[src/rtl/dmem_pkg.sv]
// Shared types and default widths for the DataMemory arbiter.
package dmem_pkg;

    typedef enum logic {
        REQ_CORE = 1'b0,
        REQ_DMA  = 1'b1
    } dmem_req_e;

    localparam int DMEM_AW = 8;
    localparam int DMEM_DW = 8;

endpackage : dmem_pkg

[src/rtl/dmem_rd_tracker.sv]
// One-stage read return tracker: remembers who issued the read presented to
// DataMemory last cycle and steers the returned word to that requester only.
module dmem_rd_tracker
    import dmem_pkg::*;
#(
    parameter int DW = DMEM_DW
) (
    input  logic          clk,
    input  logic          reset,
    input  logic          rd_issue,
    input  dmem_req_e     rd_issue_owner,
    input  logic [DW-1:0] mem_rdata,
    output logic          core_rvalid,
    output logic [DW-1:0] core_rdata,
    output logic          dma_rvalid,
    output logic [DW-1:0] dma_rdata
);

    logic      rd_pending;
    dmem_req_e rd_owner;

    // Capture a granted read; reset drops any read still in flight.
    always_ff @(posedge clk) begin
        if (!reset) begin
            rd_pending <= 1'b0;
            rd_owner   <= REQ_CORE;
        end else begin
            rd_pending <= rd_issue;
            if (rd_issue) begin
                rd_owner <= rd_issue_owner;
            end
        end
    end

    // Demux the returned word; the idle side sees zero.
    always_comb begin
        core_rvalid = 1'b0;
        dma_rvalid  = 1'b0;
        core_rdata  = '0;
        dma_rdata   = '0;
        if (reset && rd_pending) begin
            if (rd_owner == REQ_DMA) begin
                dma_rvalid = 1'b1;
                dma_rdata  = mem_rdata;
            end else begin
                core_rvalid = 1'b1;
                core_rdata  = mem_rdata;
            end
        end
    end

endmodule : dmem_rd_tracker

[src/rtl/dmem_arbiter.sv]
// Shares single-port DataMemory between the core load/store path and a DMA
// port: zero-latency round-robin grant with a bounded locked DMA burst.
module dmem_arbiter
    import dmem_pkg::*;
#(
    parameter int AW        = DMEM_AW,
    parameter int DW        = DMEM_DW,
    parameter int MAX_BURST = 4
) (
    input  logic          clk,
    input  logic          reset,
    input  logic          core_req,
    input  logic          core_we,
    input  logic [AW-1:0] core_addr,
    input  logic [DW-1:0] core_wdata,
    output logic          core_gnt,
    output logic          core_stall,
    output logic          core_rvalid,
    output logic [DW-1:0] core_rdata,
    input  logic          dma_req,
    input  logic          dma_we,
    input  logic          dma_lock,
    input  logic [AW-1:0] dma_addr,
    input  logic [DW-1:0] dma_wdata,
    output logic          dma_gnt,
    output logic          dma_rvalid,
    output logic [DW-1:0] dma_rdata,
    output logic          mem_wen,
    output logic [AW-1:0] mem_addr,
    output logic [DW-1:0] mem_wdata,
    input  logic [DW-1:0] mem_rdata
);

    localparam int            CW        = $clog2(MAX_BURST + 1);
    localparam logic [CW-1:0] BURST_MAX = CW'(MAX_BURST);

    dmem_req_e     last_owner;
    logic [CW-1:0] burst_cnt;
    logic          locked;
    logic          rd_issue;
    dmem_req_e     rd_issue_owner;

    // A non-zero count means last cycle was a locked DMA beat, so the lock
    // only needs the count plus the current dma_lock and the burst bound.
    always_comb begin
        locked = (burst_cnt != '0) && dma_lock && (burst_cnt < BURST_MAX);
    end

    // Grant decision: single requester wins outright, contention goes to
    // the locked DMA burst or else to whoever did not own the memory last.
    always_comb begin
        core_gnt = 1'b0;
        dma_gnt  = 1'b0;
        if (reset) begin
            if (core_req && dma_req) begin
                if (locked || (last_owner == REQ_CORE)) begin
                    dma_gnt = 1'b1;
                end else begin
                    core_gnt = 1'b1;
                end
            end else if (core_req) begin
                core_gnt = 1'b1;
            end else if (dma_req) begin
                dma_gnt = 1'b1;
            end
        end
        core_stall = core_req && !core_gnt;
    end

    // Route the granted requester onto the memory port; idle drives zero.
    always_comb begin
        mem_wen   = 1'b0;
        mem_addr  = '0;
        mem_wdata = '0;
        if (core_gnt) begin
            mem_wen   = core_we;
            mem_addr  = core_addr;
            mem_wdata = core_wdata;
        end else if (dma_gnt) begin
            mem_wen   = dma_we;
            mem_addr  = dma_addr;
            mem_wdata = dma_wdata;
        end
    end

    // Round-robin owner and burst length; idle cycles hold the owner.
    always_ff @(posedge clk) begin
        if (!reset) begin
            last_owner <= REQ_DMA;
            burst_cnt  <= '0;
        end else begin
            if (core_gnt) begin
                last_owner <= REQ_CORE;
            end else if (dma_gnt) begin
                last_owner <= REQ_DMA;
            end
            if (dma_gnt && dma_lock) begin
                if (burst_cnt < BURST_MAX) begin
                    burst_cnt <= burst_cnt + CW'(1);
                end
            end else begin
                burst_cnt <= '0;
            end
        end
    end

    // Read issue information for the return tracker.
    always_comb begin
        rd_issue       = (core_gnt && !core_we) || (dma_gnt && !dma_we);
        rd_issue_owner = dma_gnt ? REQ_DMA : REQ_CORE;
    end

    dmem_rd_tracker #(
        .DW (DW)
    ) u_rd_tracker (
        .clk            (clk),
        .reset          (reset),
        .rd_issue       (rd_issue),
        .rd_issue_owner (rd_issue_owner),
        .mem_rdata      (mem_rdata),
        .core_rvalid    (core_rvalid),
        .core_rdata     (core_rdata),
        .dma_rvalid     (dma_rvalid),
        .dma_rdata      (dma_rdata)
    );

endmodule : dmem_arbiter

[config.mk]
export PLATFORM = sky130hd
export DESIGN_NAME = dmem_arbiter
export DESIGN_NICKNAME = d
export VERILOG_FILES = /design/src/rtl/dmem_pkg.sv /design/src/rtl/dmem_rd_tracker.sv /design/src/rtl/dmem_arbiter.sv
export SDC_FILE = /design/constraint.sdc
export NUM_CORES = 1
export LEC_CHECK = 0
export ABC_CLOCK_PERIOD_IN_PS = 2020
export CORE_MARGIN = 3
export CORE_UTILIZATION = 29
export CTS_CLUSTER_DIAMETER = 50
export DETAILED_ROUTE_END_ITERATION = 7
export PLACE_DENSITY = 0.79
export RECOVER_POWER = 50
export SLEW_MARGIN = 25
export SYNTH_ARGS = -nofsm -noshare
export SYNTH_HDL_FRONTEND = slang
export SYNTH_HIERARCHICAL = 1
export SYNTH_SLANG_ARGS = --single-unit
[constraint.sdc]
create_clock -name clk -period 2.02 [get_ports clk]
set_input_delay 0.404 -clock clk [delete_from_list [all_inputs] [get_ports clk]]
set_output_delay 0.404 -clock clk [all_outputs]
set_load 0.05 [all_outputs]
==> metrics.csv <==
metric,value,unit
grt_pass1_vias,1401,
async_reset_ff_frac,0,
clock_skew,0.00562,ns
cp_max_fo,5,
root_buffer,clkbuf_4,
crit_arrival,1.71,ns
clockBufferDepth,2,
ios,85,
mostFrequentLayoutCells,"nand2_1 (43), clkdlybuf4s50_1 (42), buf_12 (39), nor2_1 (20), o22ai_4 (11)",
outcome,"finished, violations left",
htreeDepth,1,
ys_top_cells_by_area,"o22ai_2 (22%), nand2_1 (19%), dfxtp_1 (14%), nor2_1 (9.9%), buf_6 (4.0%)",
power.leakage,0.922,nW
design.core.area,0.00261,mm²
tns,-1.27,ns
cts_made_buffers,3,
ys_ff_latch,6,
drt-met1-wl,1.69,mm
drc,0,
port_buffers,84,
grt_start_max_net_pins,25,
pwr_density_cell,360,mW/mm²
insertion_delay,0.25,ns
grt_overflow_total,0,
slowest_delay,0.35,ns
route.met3.wl,564,µm
grt_use_total,0.265,
antenna_found_initial,0,
fillCellCount,106,
fin_ws,-0.0963,ns
viasPerCell,5.56,
wl_per_cell,20.5,µm
cp_num_buf_inv,4,
maxCapViolations,0,
grt_pass1_wl,7.06,mm
ys_warn_count,6,
drive_above_1_share,0.419,
cp-start-kind,input pin,
place_congestion,0.750,
syn_inst,124,
cpLargestDelayFamily,buffers and inverters,
cpMaxStageDelayCell,dlygate4sd2_1,
failed_checks,setup timing,
layout.nets,266,
clock_sinks,6,
syn_nets,173,
dr_total_vias,1361,
cts_tree,built,
path_cells,"dlygate4sd2_1, nand2b_2, nand3_4, buf_4, buf_4, o22ai_2, buf_12",
cp_common_cell,buf_4,
path_clk_slew,0.05,ns
max-vdd-ir-drop,416,µV
synth-seq-area-share,0.144,
dp.cells,234,
slew_viol_final,0,
relSlewSlack,0.740,
antennaDiodeCount,0,
top_layer,met4,
finalSetupViolCount,20,
dieArea,0.00356,mm²
hold_class,reg2reg,
synth_top_cell_by_area,o22ai_2,
synth_ff_type,dfxtp_1,
instances_no_fill,245,
routed_wl,5.03,mm
area_growth,184,%
mostFrequentLayoutCell,nand2_1,
fmax,473,MHz
tightest_slew,0.388,ns
first_iter_violations,64,
path_class,in2out,
wl_met2,2.63,mm
start_util,0.320,
synth_top_area_share,0.225,
synth_area,836,µm²
period_share,1.05,
cp.required,1.62,ns
die_w,59.7,µm
rows,18,
ant_nets,0,
rsz0062_at_grt,true,
hold_viol,0,
die_h,59.7,µm
drt_pass1_iterations,4,
synth_edf_count,0,
final.min_clock_period,2.12,ns
crit_path_end_kind,output port,
synth_cell_type_count,25,
hold_buffers,0,
hpwl,2.93,mm
avgSynthCellArea,6.74,µm²
==> per-layer routing <==
layer,vias to the layer above,GRT usage
li1,600,-
met1,645,0.280
met2,102,0.486
met3,14,0.0886
met4,0,0.0854
met5,-,0
==> power breakdown <==
group	switching [mW]	internal [mW]	total, mW	leakage (nW)
sequential	0.00423	0.123	0.127	0.0504
clock	0.0477	0.0675	0.115	0.0138
combinational	0.310	0.303	0.613	0.858
==> cells in the mapped netlist (2+ instances only) <==
library cell,instances
nand2_1,43
nor2_1,22
o22ai_2,15
dfxtp_1,6
inv_1,5
buf_2,3
buf_6,3
nand2b_1,3
nor3_2,3
clkbuf_1,2
ha_1,2
mux2i_1,2
nand3_1,2
o22ai_1,2
==> worst min-delay path: cells and delay by family, from the launching register on <==
family | cells | cell delay [ns]
flip-flops | 1 | 0.35
AND/OR/NAND/NOR | 2 | 0.21
==> path summary, 6_finish.rpt <==
path / cells past startpoint / startpoint / to / slack, ns
worst max-delay path: 7 / dma_req / mem_wen / -0.1
worst min-delay path: 2 / burst_cnt[2] / burst_cnt[2] / 0.59
worst max register to register: 9 / burst_cnt[1] / u_rd_tracker/rd_owner / 0.01
worst min register to register: 2 / burst_cnt[2] / burst_cnt[2] / 0.59
==> cell type report <==
class / instances / area, µm² / share of cell area
timing repair buffer: 95 / 1350 / 0.569
multi-input combinational: 106 / 820 / 0.345
sequential: 6 / 124 / 0.0522
tap: 30 / 37.5 / 0.0158
clock buffer: 3 / 22.5 / 0.00949
inverter: 5 / 18.8 / 0.00791
==> flip-flops by register name, summed over array words and instances (netlist names) <==
signal,flops
burst_cnt,3
last_owner,1
u_rd_tracker/rd_owner,1
u_rd_tracker/rd_pending,1
==> what timing repair did <==
action	in CTS	in global routing
resized for setup	28	14
gates cloned	3	1
pin swaps	10	11
setup endpoints to repair	24	21
buffers inserted	4	0
==> kinds of logic (layout without fill, tap and decap cells) <==
family	after synthesis	count (layout)	synth area share
AOI/OAI and AO/OA	20	20	0.268
xor gates and xnor gates	1	1	0.0105
adders and majority gates	2	2	0.0299
buffers and inverters	15	103	0.103
DFF	6	6	0.144
muxes	2	2	0.0240
and+or+nand+nor	78	81	0.421
==> through the flow <==
stage / hold slack, ns / instance area, µm² / util / setup WS (ns) / power [mW]
after floorplan: 0.502 / 838 / - / -0.105 / 0.376
after global placement: 0.526 / 2070 / 0.794 / -0.164 / 0.629
after detailed placement: 0.521 / 2070 / 0.794 / -0.229 / 0.640
after CTS: 0.536 / 2280 / 0.874 / -0.0831 / 0.810
after global routing: 0.627 / 2370 / 0.909 / -0.128 / 0.890
final: 0.594 / 2370 / 0.909 / -0.0963 / 0.856
Power figures use the tool's default switching activity.
